[config.mk]
export PLATFORM = sky130hd
export DESIGN_NAME = server_traffic_gen
export DESIGN_NICKNAME = d
export VERILOG_FILES = /design/src/rtl/server_traffic_gen.sv
export SDC_FILE = /design/constraint.sdc
export NUM_CORES = 1
export LEC_CHECK = 0
export BUFFER_PORTS_ARGS = -buffer_cell sky130_fd_sc_hd__buf_2
export CORE_AREA = 2 2 200 202
export DETAILED_ROUTE_END_ITERATION = 10
export DIE_AREA = 0 0 202 204
export HOLD_SLACK_MARGIN = 0.02
export PLACE_DENSITY = 0.81
export SLEW_MARGIN = 20
export SYNTH_ARGS = -nofsm -noshare
export SYNTH_HDL_FRONTEND = slang
export SYNTH_SLANG_ARGS = --single-unit
[constraint.sdc]
create_clock -name i_clk -period 9.13 [get_ports i_clk]
set_clock_uncertainty 0.05 [all_clocks]
set_input_delay 0.913 -clock i_clk [delete_from_list [all_inputs] [get_ports i_clk]]
set_output_delay 0.913 -clock i_clk [all_outputs]
set_load 0.1 [all_outputs]
[src/rtl/server_traffic_gen.sv]
// server_traffic_gen: per-server traffic source and latency monitor.
// TX emits fixed-length frames to rotating destination ToRs and LFSR-picked
// destination servers; RX counts good/bad frames and, when the macro
// SERVER_LATENCY_STAT_EN is defined, tracks last/min/max end-to-end latency
// from the timestamp carried in beat 2.
module server_traffic_gen #(
  parameter int          P_TOR_NUM    = 8,
  parameter int          P_SERVER_NUM = 2,
  parameter int          P_MY_TOR     = 0,
  parameter int          P_MY_PORT    = 1,
  parameter logic [31:0] P_MAC_HEAD   = 32'h8DBC5C4A,
  parameter int          P_PKT_LEN    = 128,
  parameter int          P_GAP_CYCLE  = 294,
  parameter logic [15:0] P_SEED       = 16'hACE1
) (
  input  logic        i_clk,
  input  logic        i_rst,
  input  logic        i_sim_start,
  input  logic        i_sim_stop,
  input  logic [63:0] i_time_stamp,
  output logic        tx_axis_tvalid,
  output logic [63:0] tx_axis_tdata,
  output logic        tx_axis_tlast,
  output logic [7:0]  tx_axis_tkeep,
  output logic        tx_axis_tuser,
  input  logic        tx_axis_tready,
  input  logic        rx_axis_tvalid,
  input  logic [63:0] rx_axis_tdata,
  input  logic        rx_axis_tlast,
  input  logic [7:0]  rx_axis_tkeep,
  input  logic        rx_axis_tuser,
  output logic        rx_axis_tready,
  output logic [31:0] o_tx_pkt_cnt,
  output logic [31:0] o_rx_pkt_cnt,
  output logic [31:0] o_rx_err_cnt,
  output logic        o_lat_valid,
  output logic [63:0] o_lat_last,
  output logic [63:0] o_lat_min,
  output logic [63:0] o_lat_max
);

  localparam logic [7:0]  LP_TOR_LAST  = 8'(P_TOR_NUM - 1);
  localparam logic [7:0]  LP_MY_TOR    = 8'(P_MY_TOR);
  localparam logic [7:0]  LP_MY_PORT   = 8'(P_MY_PORT);
  localparam logic [7:0]  LP_SRV_MASK  = 8'(P_SERVER_NUM - 1);
  localparam logic [7:0]  LP_LOCAL_SRV = 8'((P_MY_PORT % P_SERVER_NUM) + 1);
  localparam logic [47:0] LP_SRC_MAC   = {P_MAC_HEAD, LP_MY_TOR, LP_MY_PORT};
  localparam logic [31:0] LP_LAST_BEAT = 32'(P_PKT_LEN - 1);
  localparam logic [31:0] LP_GAP_LAST  = (P_GAP_CYCLE > 0) ? 32'(P_GAP_CYCLE - 1) : 32'd0;

  typedef enum logic [1:0] {S_IDLE, S_RANDOM, S_DATA, S_GAP} state_t;

  state_t      r_state;
  state_t      w_state_next;
  logic        r_run;
  logic        r_rand_cyc;
  logic [15:0] r_lfsr;
  logic [7:0]  r_dst_tor;
  logic [7:0]  r_dst_srv;
  logic [31:0] r_beat;
  logic [31:0] r_gap_cnt;
  logic [15:0] r_seq;
  logic [63:0] r_ts;
  logic        r_ts_held;
  logic [31:0] r_tx_pkt_cnt;

  logic        w_tx_fire;
  logic        w_lfsr_fb;
  logic [7:0]  w_tor_step1;
  logic [7:0]  w_tor_step2;
  logic [7:0]  w_tor_adv;
  logic [47:0] w_dst_mac;

  assign tx_axis_tvalid = (r_state == S_DATA);
  assign tx_axis_tlast  = tx_axis_tvalid && (r_beat == LP_LAST_BEAT);
  assign tx_axis_tkeep  = 8'hFF;
  assign tx_axis_tuser  = 1'b0;
  assign w_tx_fire      = tx_axis_tvalid && tx_axis_tready;
  assign o_tx_pkt_cnt   = r_tx_pkt_cnt;

  assign w_lfsr_fb   = r_lfsr[15] ^ r_lfsr[13] ^ r_lfsr[12] ^ r_lfsr[10];
  assign w_tor_step1 = (r_dst_tor == LP_TOR_LAST) ? 8'd0 : r_dst_tor + 8'd1;
  assign w_tor_step2 = (w_tor_step1 == LP_TOR_LAST) ? 8'd0 : w_tor_step1 + 8'd1;
  // With a single server per ToR the own ToR has no other local target, so skip it.
  assign w_tor_adv   = ((P_SERVER_NUM == 1) && (w_tor_step1 == LP_MY_TOR)) ? w_tor_step2 : w_tor_step1;
  assign w_dst_mac   = {P_MAC_HEAD, r_dst_tor, r_dst_srv};

  // Beat payload; beat 2 shows the live timestamp on its first valid cycle, then the held copy.
  always_comb begin
    tx_axis_tdata = {48'd0, r_beat[15:0]};
    case (r_beat)
      32'd0:   tx_axis_tdata = {w_dst_mac, LP_SRC_MAC[47:32]};
      32'd1:   tx_axis_tdata = {LP_SRC_MAC[31:0], 16'h0800, r_seq};
      32'd2:   tx_axis_tdata = r_ts_held ? r_ts : i_time_stamp;
      default: tx_axis_tdata = {48'd0, r_beat[15:0]};
    endcase
  end

  // TX state register.
  always_ff @(posedge i_clk or posedge i_rst) begin
    if (i_rst) r_state <= S_IDLE;
    else       r_state <= w_state_next;
  end

  // TX next-state logic.
  always_comb begin
    w_state_next = r_state;
    case (r_state)
      S_IDLE:   if (r_run) w_state_next = S_RANDOM;
      S_RANDOM: if (r_rand_cyc) w_state_next = S_DATA;
      S_DATA:   if (w_tx_fire && tx_axis_tlast) w_state_next = S_GAP;
      S_GAP:    if (r_gap_cnt >= LP_GAP_LAST) w_state_next = S_IDLE;
      default:  w_state_next = S_IDLE;
    endcase
  end

  // Run flag; stop has priority over a simultaneous start.
  always_ff @(posedge i_clk or posedge i_rst) begin
    if (i_rst)            r_run <= 1'b0;
    else if (i_sim_stop)  r_run <= 1'b0;
    else if (i_sim_start) r_run <= 1'b1;
  end

  // TX datapath: destination selection, beat/sequence counters, timestamp hold, gap timer.
  always_ff @(posedge i_clk or posedge i_rst) begin
    if (i_rst) begin
      r_rand_cyc   <= 1'b0;
      r_lfsr       <= P_SEED;
      r_dst_tor    <= LP_MY_TOR;
      r_dst_srv    <= 8'd0;
      r_beat       <= 32'd0;
      r_gap_cnt    <= 32'd0;
      r_seq        <= 16'd0;
      r_ts         <= 64'd0;
      r_ts_held    <= 1'b0;
      r_tx_pkt_cnt <= 32'd0;
    end else begin
      r_rand_cyc <= (r_state == S_RANDOM) && !r_rand_cyc;
      if (r_state == S_RANDOM && !r_rand_cyc) begin
        r_lfsr    <= {r_lfsr[14:0], w_lfsr_fb};
        r_dst_tor <= w_tor_adv;
      end
      if (r_state == S_RANDOM && r_rand_cyc) begin
        if (r_dst_tor == LP_MY_TOR) r_dst_srv <= LP_LOCAL_SRV;
        else                        r_dst_srv <= (r_lfsr[7:0] & LP_SRV_MASK) + 8'd1;
      end
      if (tx_axis_tvalid && r_beat == 32'd2 && !r_ts_held) begin
        r_ts      <= i_time_stamp;
        r_ts_held <= 1'b1;
      end
      if (w_tx_fire) begin
        if (r_beat == 32'd2) r_ts_held <= 1'b0;
        if (tx_axis_tlast) begin
          r_beat <= 32'd0;
          r_seq  <= r_seq + 16'd1;
          if (r_tx_pkt_cnt != 32'hFFFF_FFFF) r_tx_pkt_cnt <= r_tx_pkt_cnt + 32'd1;
        end else begin
          r_beat <= r_beat + 32'd1;
        end
      end
      if (r_state == S_GAP) r_gap_cnt <= r_gap_cnt + 32'd1;
      else                  r_gap_cnt <= 32'd0;
    end
  end

  // ---------------- RX side ----------------
  logic [31:0] r_rx_beat;
  logic        r_rx_b0_ok;
  logic [31:0] r_rx_pkt_cnt;
  logic [31:0] r_rx_err_cnt;
  logic        w_rx_fire;
  logic        w_b0_ok;
  logic        w_rx_good;
  logic        w_unused_rx;

  assign rx_axis_tready = 1'b1;
  assign w_rx_fire      = rx_axis_tvalid;
  assign w_b0_ok        = (r_rx_beat == 32'd0) ? (rx_axis_tdata[63:16] == LP_SRC_MAC) : r_rx_b0_ok;
  // Current beat index >= 2 at tlast means at least three beats.
  assign w_rx_good      = w_b0_ok && (r_rx_beat >= 32'd2) && !rx_axis_tuser;
  assign o_rx_pkt_cnt   = r_rx_pkt_cnt;
  assign o_rx_err_cnt   = r_rx_err_cnt;
  assign w_unused_rx    = ^{rx_axis_tkeep, rx_axis_tdata[15:0]};

  // RX frame checker and good/bad frame counters.
  always_ff @(posedge i_clk or posedge i_rst) begin
    if (i_rst) begin
      r_rx_beat    <= 32'd0;
      r_rx_b0_ok   <= 1'b0;
      r_rx_pkt_cnt <= 32'd0;
      r_rx_err_cnt <= 32'd0;
    end else if (w_rx_fire) begin
      if (r_rx_beat == 32'd0) r_rx_b0_ok <= w_b0_ok;
      if (rx_axis_tlast) begin
        r_rx_beat <= 32'd0;
        if (w_rx_good) begin
          if (r_rx_pkt_cnt != 32'hFFFF_FFFF) r_rx_pkt_cnt <= r_rx_pkt_cnt + 32'd1;
        end else begin
          if (r_rx_err_cnt != 32'hFFFF_FFFF) r_rx_err_cnt <= r_rx_err_cnt + 32'd1;
        end
      end else if (r_rx_beat != 32'hFFFF_FFFF) begin
        r_rx_beat <= r_rx_beat + 32'd1;
      end
    end
  end

`ifdef SERVER_LATENCY_STAT_EN
  logic [63:0] r_lat_pend;
  logic        r_lat_valid;
  logic [63:0] r_lat_last;
  logic [63:0] r_lat_min;
  logic [63:0] r_lat_max;
  logic [63:0] w_lat_now;
  logic [63:0] w_lat_sample;

  assign w_lat_now    = i_time_stamp - rx_axis_tdata;
  // A 3-beat frame ends on beat 2 itself, so take the sample directly in that case.
  assign w_lat_sample = (r_rx_beat == 32'd2) ? w_lat_now : r_lat_pend;
  assign o_lat_valid  = r_lat_valid;
  assign o_lat_last   = r_lat_last;
  assign o_lat_min    = r_lat_min;
  assign o_lat_max    = r_lat_max;

  // Latency capture on beat 2 and statistics commit at tlast of a good frame.
  always_ff @(posedge i_clk or posedge i_rst) begin
    if (i_rst) begin
      r_lat_pend  <= 64'd0;
      r_lat_valid <= 1'b0;
      r_lat_last  <= 64'd0;
      r_lat_min   <= 64'hFFFF_FFFF_FFFF_FFFF;
      r_lat_max   <= 64'd0;
    end else begin
      r_lat_valid <= 1'b0;
      if (w_rx_fire && r_rx_beat == 32'd2) r_lat_pend <= w_lat_now;
      if (w_rx_fire && rx_axis_tlast && w_rx_good) begin
        r_lat_valid <= 1'b1;
        r_lat_last  <= w_lat_sample;
        if (w_lat_sample < r_lat_min) r_lat_min <= w_lat_sample;
        if (w_lat_sample > r_lat_max) r_lat_max <= w_lat_sample;
      end
    end
  end
`else
  assign o_lat_valid = 1'b0;
  assign o_lat_last  = 64'd0;
  assign o_lat_min   = 64'hFFFF_FFFF_FFFF_FFFF;
  assign o_lat_max   = 64'd0;
`endif

endmodule

==> impl_metrics.tcl <==
set metrics [dict create \
    ios 509 \
    post_route_cells_drive_above_1_share_pct 22.6 \
    synthArstFlopShare_pct 100 \
    dp_hpwl_mm 28.1 \
    cts_buffers 36 \
    tightestPinTransition_ps 1190 \
    critPathRequiredTime_ps 8170 \
    wirelength_mm 40.4 \
    worst_setup_path_end_kind "primary output" \
    layout.cells.non_filler 2527 \
    floorplan.die.height_um 204 \
    cp_data_arrival_time_ps 3850 \
    placed_cells 2460 \
    area_of_the_core_um2 39200 \
    postPlaceCellArea_um2 18500 \
    die_w_um 202 \
    p_per_area_nw_per_um2 262 \
    ys.flop_type "dfrtp_1" \
    grt_remaining_overflow 0 \
    routedWlPerCell_um 16.0 \
    detailedRoute.firstIterationViolations 820 \
    grt_usage_pct 18.8 \
    cts_sinks 304 \
    slew_headroom_pct 20.7 \
    status "complete, no violations" \
    synth_sequential_area_ratio_pct 43.8 \
    timing.final.max_slew_violations 0 \
    insertion_delay_ps 550 \
    grt_setup_unrepaired "no" \
    clock_tree.htree_level_count 2 \
    placement_rows 73 \
    io_buffer_count 281 \
    viasPerCell 5.18 \
    number_of_gates_resized_after_cts 0 \
    final_antenna_net_count 0 \
    clk_pin_slew_ps 60 \
    achievable-frequency_mhz 208 \
    maxCapViolations 0 \
    power_leakage_uw 0.0101 \
    tns_ps 0 \
    detailroute.via_count 13080 \
    synthDistinctLibCells 70 \
    place_congestion 0.811 \
    count_of_hold_fix_buffers_inserted_at_cts 0 \
    nNetsFinal 2137 \
    drtPass1Iterations 5 \
    period_share_pct 52.7 \
    max-clock-path-buffers 3 \
    dieArea_um2 41200 \
    grt_antenna_before_repair 4 \
    pin_count_of_the_biggest_net_entering_global_routing 74 \
    post-route-cell-area_um2 19700 \
    grt_first_pass_wirelength_mm 64.2 \
    setup_viol 0 \
    cp_max_fo 63 \
    post_synth.cell_area_avg_um2 10.2 \
    ir_drop_uv 167 \
    min_path_type "reg2reg" \
    final.fill_count 3506 \
    count_of_warnings_emitted_by_yosys 0 \
    yosys_register_bits 304 \
    initial_util_pct 44.4 \
    vias_in_the_first_global_route 12649 \
    post-cts-setup-buffer-count 0 \
    clock-root-buffer "clkbuf_16" \
    cts_tree "yes" \
    report.final.hold_viol_count 0 \
    synth_area_um2 17400 \
    synth_cells 1711 \
    area_growth_syn_to_layout_pct 13.0 \
    path_class "reg2out" \
    synth-edff-count 0 \
    start_kind "flip-flop" \
    finalCriticalPeriod_ps 4810 \
    drc 0 \
]
-- routing by layer --
metal / GRT usage (%) / wire length, um / vias to the layer above
met5: 0 / 13 / -
met4: 8.09 / 1470 / 2
met3: 3.52 / 2060 / 107
met2: 31.0 / 19900 / 422
met1: 24.3 / 16900 / 6468
li1: - / - / 6081
-- cells in the mapped netlist, types with 5 or more instances --
master / n / area, um^2
a211oi_1: 9 / 67.6
a21oi_1: 13 / 65.1
and2_1: 37 / 231
and3_1: 31 / 194
and4_1: 17 / 149
buf_2: 9 / 45.0
buf_4: 204 / 1530
buf_6: 8 / 90.1
clkbuf_1: 42 / 158
dfrtp_1: 296 / 7410
dfstp_2: 8 / 210
ha_1: 20 / 250
inv_1: 31 / 116
mux2_2: 10 / 113
mux2_4: 60 / 901
mux2i_1: 63 / 631
nand2_1: 143 / 537
nand3_1: 90 / 450
nand3b_1: 5 / 37.5
nand4_1: 75 / 469
nor2_1: 91 / 342
nor2b_1: 5 / 31.3
nor3_1: 52 / 260
nor4_1: 47 / 294
nor4_4: 6 / 128
nor4b_1: 6 / 52.6
o21ai_0: 59 / 295
or3_1: 13 / 81.3
xnor2_1: 119 / 1040
xor2_1: 75 / 657
-- report_power, final --
group,total [uW],leakage (uW),internal (uW),switching (uW)
Clock,1460,0.000587,860,596
Combinational,2010,0.00548,490,1520
Sequential,1680,0.00399,1530,147
-- worst paths after layout --
| path | end | cells after the start | start | slack (ps) |
|---|---|---|---|---|
| setup / recovery | tx_axis_tdata[6] | 6 | r_beat[10] | 4320 |
| max in group asynchronous | r_beat[10] | 4 | i_rst | 6350 |
| hold / removal | r_lfsr[6] | 2 | r_lfsr[5] | 410 |
| setup reg to reg | r_seq[11] | 8 | r_state[0] | 5950 |
| min in group asynchronous | o_rx_pkt_cnt[17] | 2 | i_rst | 510 |
| hold reg to reg | r_lfsr[6] | 2 | r_lfsr[5] | 410 |
-- flip-flops by register name, summed over array words and instances, names as in the netlist, 2 cells and up --
signal        flops
r_seq            16
r_rx_beat        32
r_beat           32
o_tx_pkt_cnt     32
r_lfsr           16
r_dst_tor         8
o_rx_pkt_cnt     32
r_gap_cnt        32
r_dst_srv         2
o_rx_err_cnt     32
r_state           2
r_ts             64
-- cell type report --
| type | instances | area (um^2) | share of cell area (%) |
|---|---|---|---|
| tap | 525 | 657 | 3.34 |
| sequential | 304 | 7620 | 38.8 |
| timing repair buffer | 290 | 1480 | 7.52 |
| antenna | 3 | 7.51 | 0.0382 |
| clock inverter | 16 | 191 | 0.974 |
| multi-input combinational | 1309 | 8580 | 43.7 |
| inverter | 32 | 124 | 0.630 |
| clock buffer | 48 | 996 | 5.07 |
-- worst max-delay path: stages (launching register included) --
cell and delay (ps):
dfrtp_1 490, nor4_4 360, nand4_4 190, nor4_4 420, nand2_2 700, o21ai_0 600, buf_2 520
-- cells in the final DEF, fill, tap and decap left out, types with 5 or more instances in the layout --
cell type	n
a211oi_1	9
a21oi_1	13
and2_1	37
and3_1	31
and4_1	17
buf_2	281
buf_4	8
clkbuf_1	7
clkbuf_16	36
clkbuf_8	5
clkinv_2	8
conb_1	203
dfrtp_1	295
dfstp_2	8
ha_1	20
inv_1	30
mux2_2	10
mux2_4	60
mux2i_1	63
nand2_1	142
nand3_1	90
nand3b_1	5
nand4_1	75
nor2_1	91
nor2b_1	5
nor3_1	52
nor4_1	47
nor4_4	6
nor4b_1	6
o21ai_0	59
or3_1	13
xnor2_1	119
xor2_1	75
-- cell families (layout without fill, tap and decap cells) --
logic type | count (synthesis) | after routing | synth area share [%]
AO/OA/AOI/OAI | 114 | 114 | 4.16
XOR/XNOR | 194 | 194 | 9.76
adder cells (fa/ha/maj) | 20 | 20 | 1.44
buffers and inverters | 299 | 386 | 11.3
flip-flops | 304 | 304 | 43.8
multiplexers | 133 | 133 | 9.45
other | 2 | 206 | 0.0432
AND/OR/NAND/NOR | 645 | 645 | 20.1
-- per-stage QoR --
| step | hold slack [ps] | util, % | worst slack [ps] | power, uW |
|---|---|---|---|---|
| detailed placement | 404 | 47.1 | 4970 | 3690 |
| finish | 410 | 50.2 | 4320 | 5150 |
| CTS | 412 | 50.1 | 4350 | 5170 |
| global route | 428 | 50.2 | 4110 | 5330 |
| floorplan | 385 | - | 3370 | 3450 |
| global placement | 400 | 47.1 | 5000 | 3640 |
No activity file was read; power rests on OpenSTA's default activity.
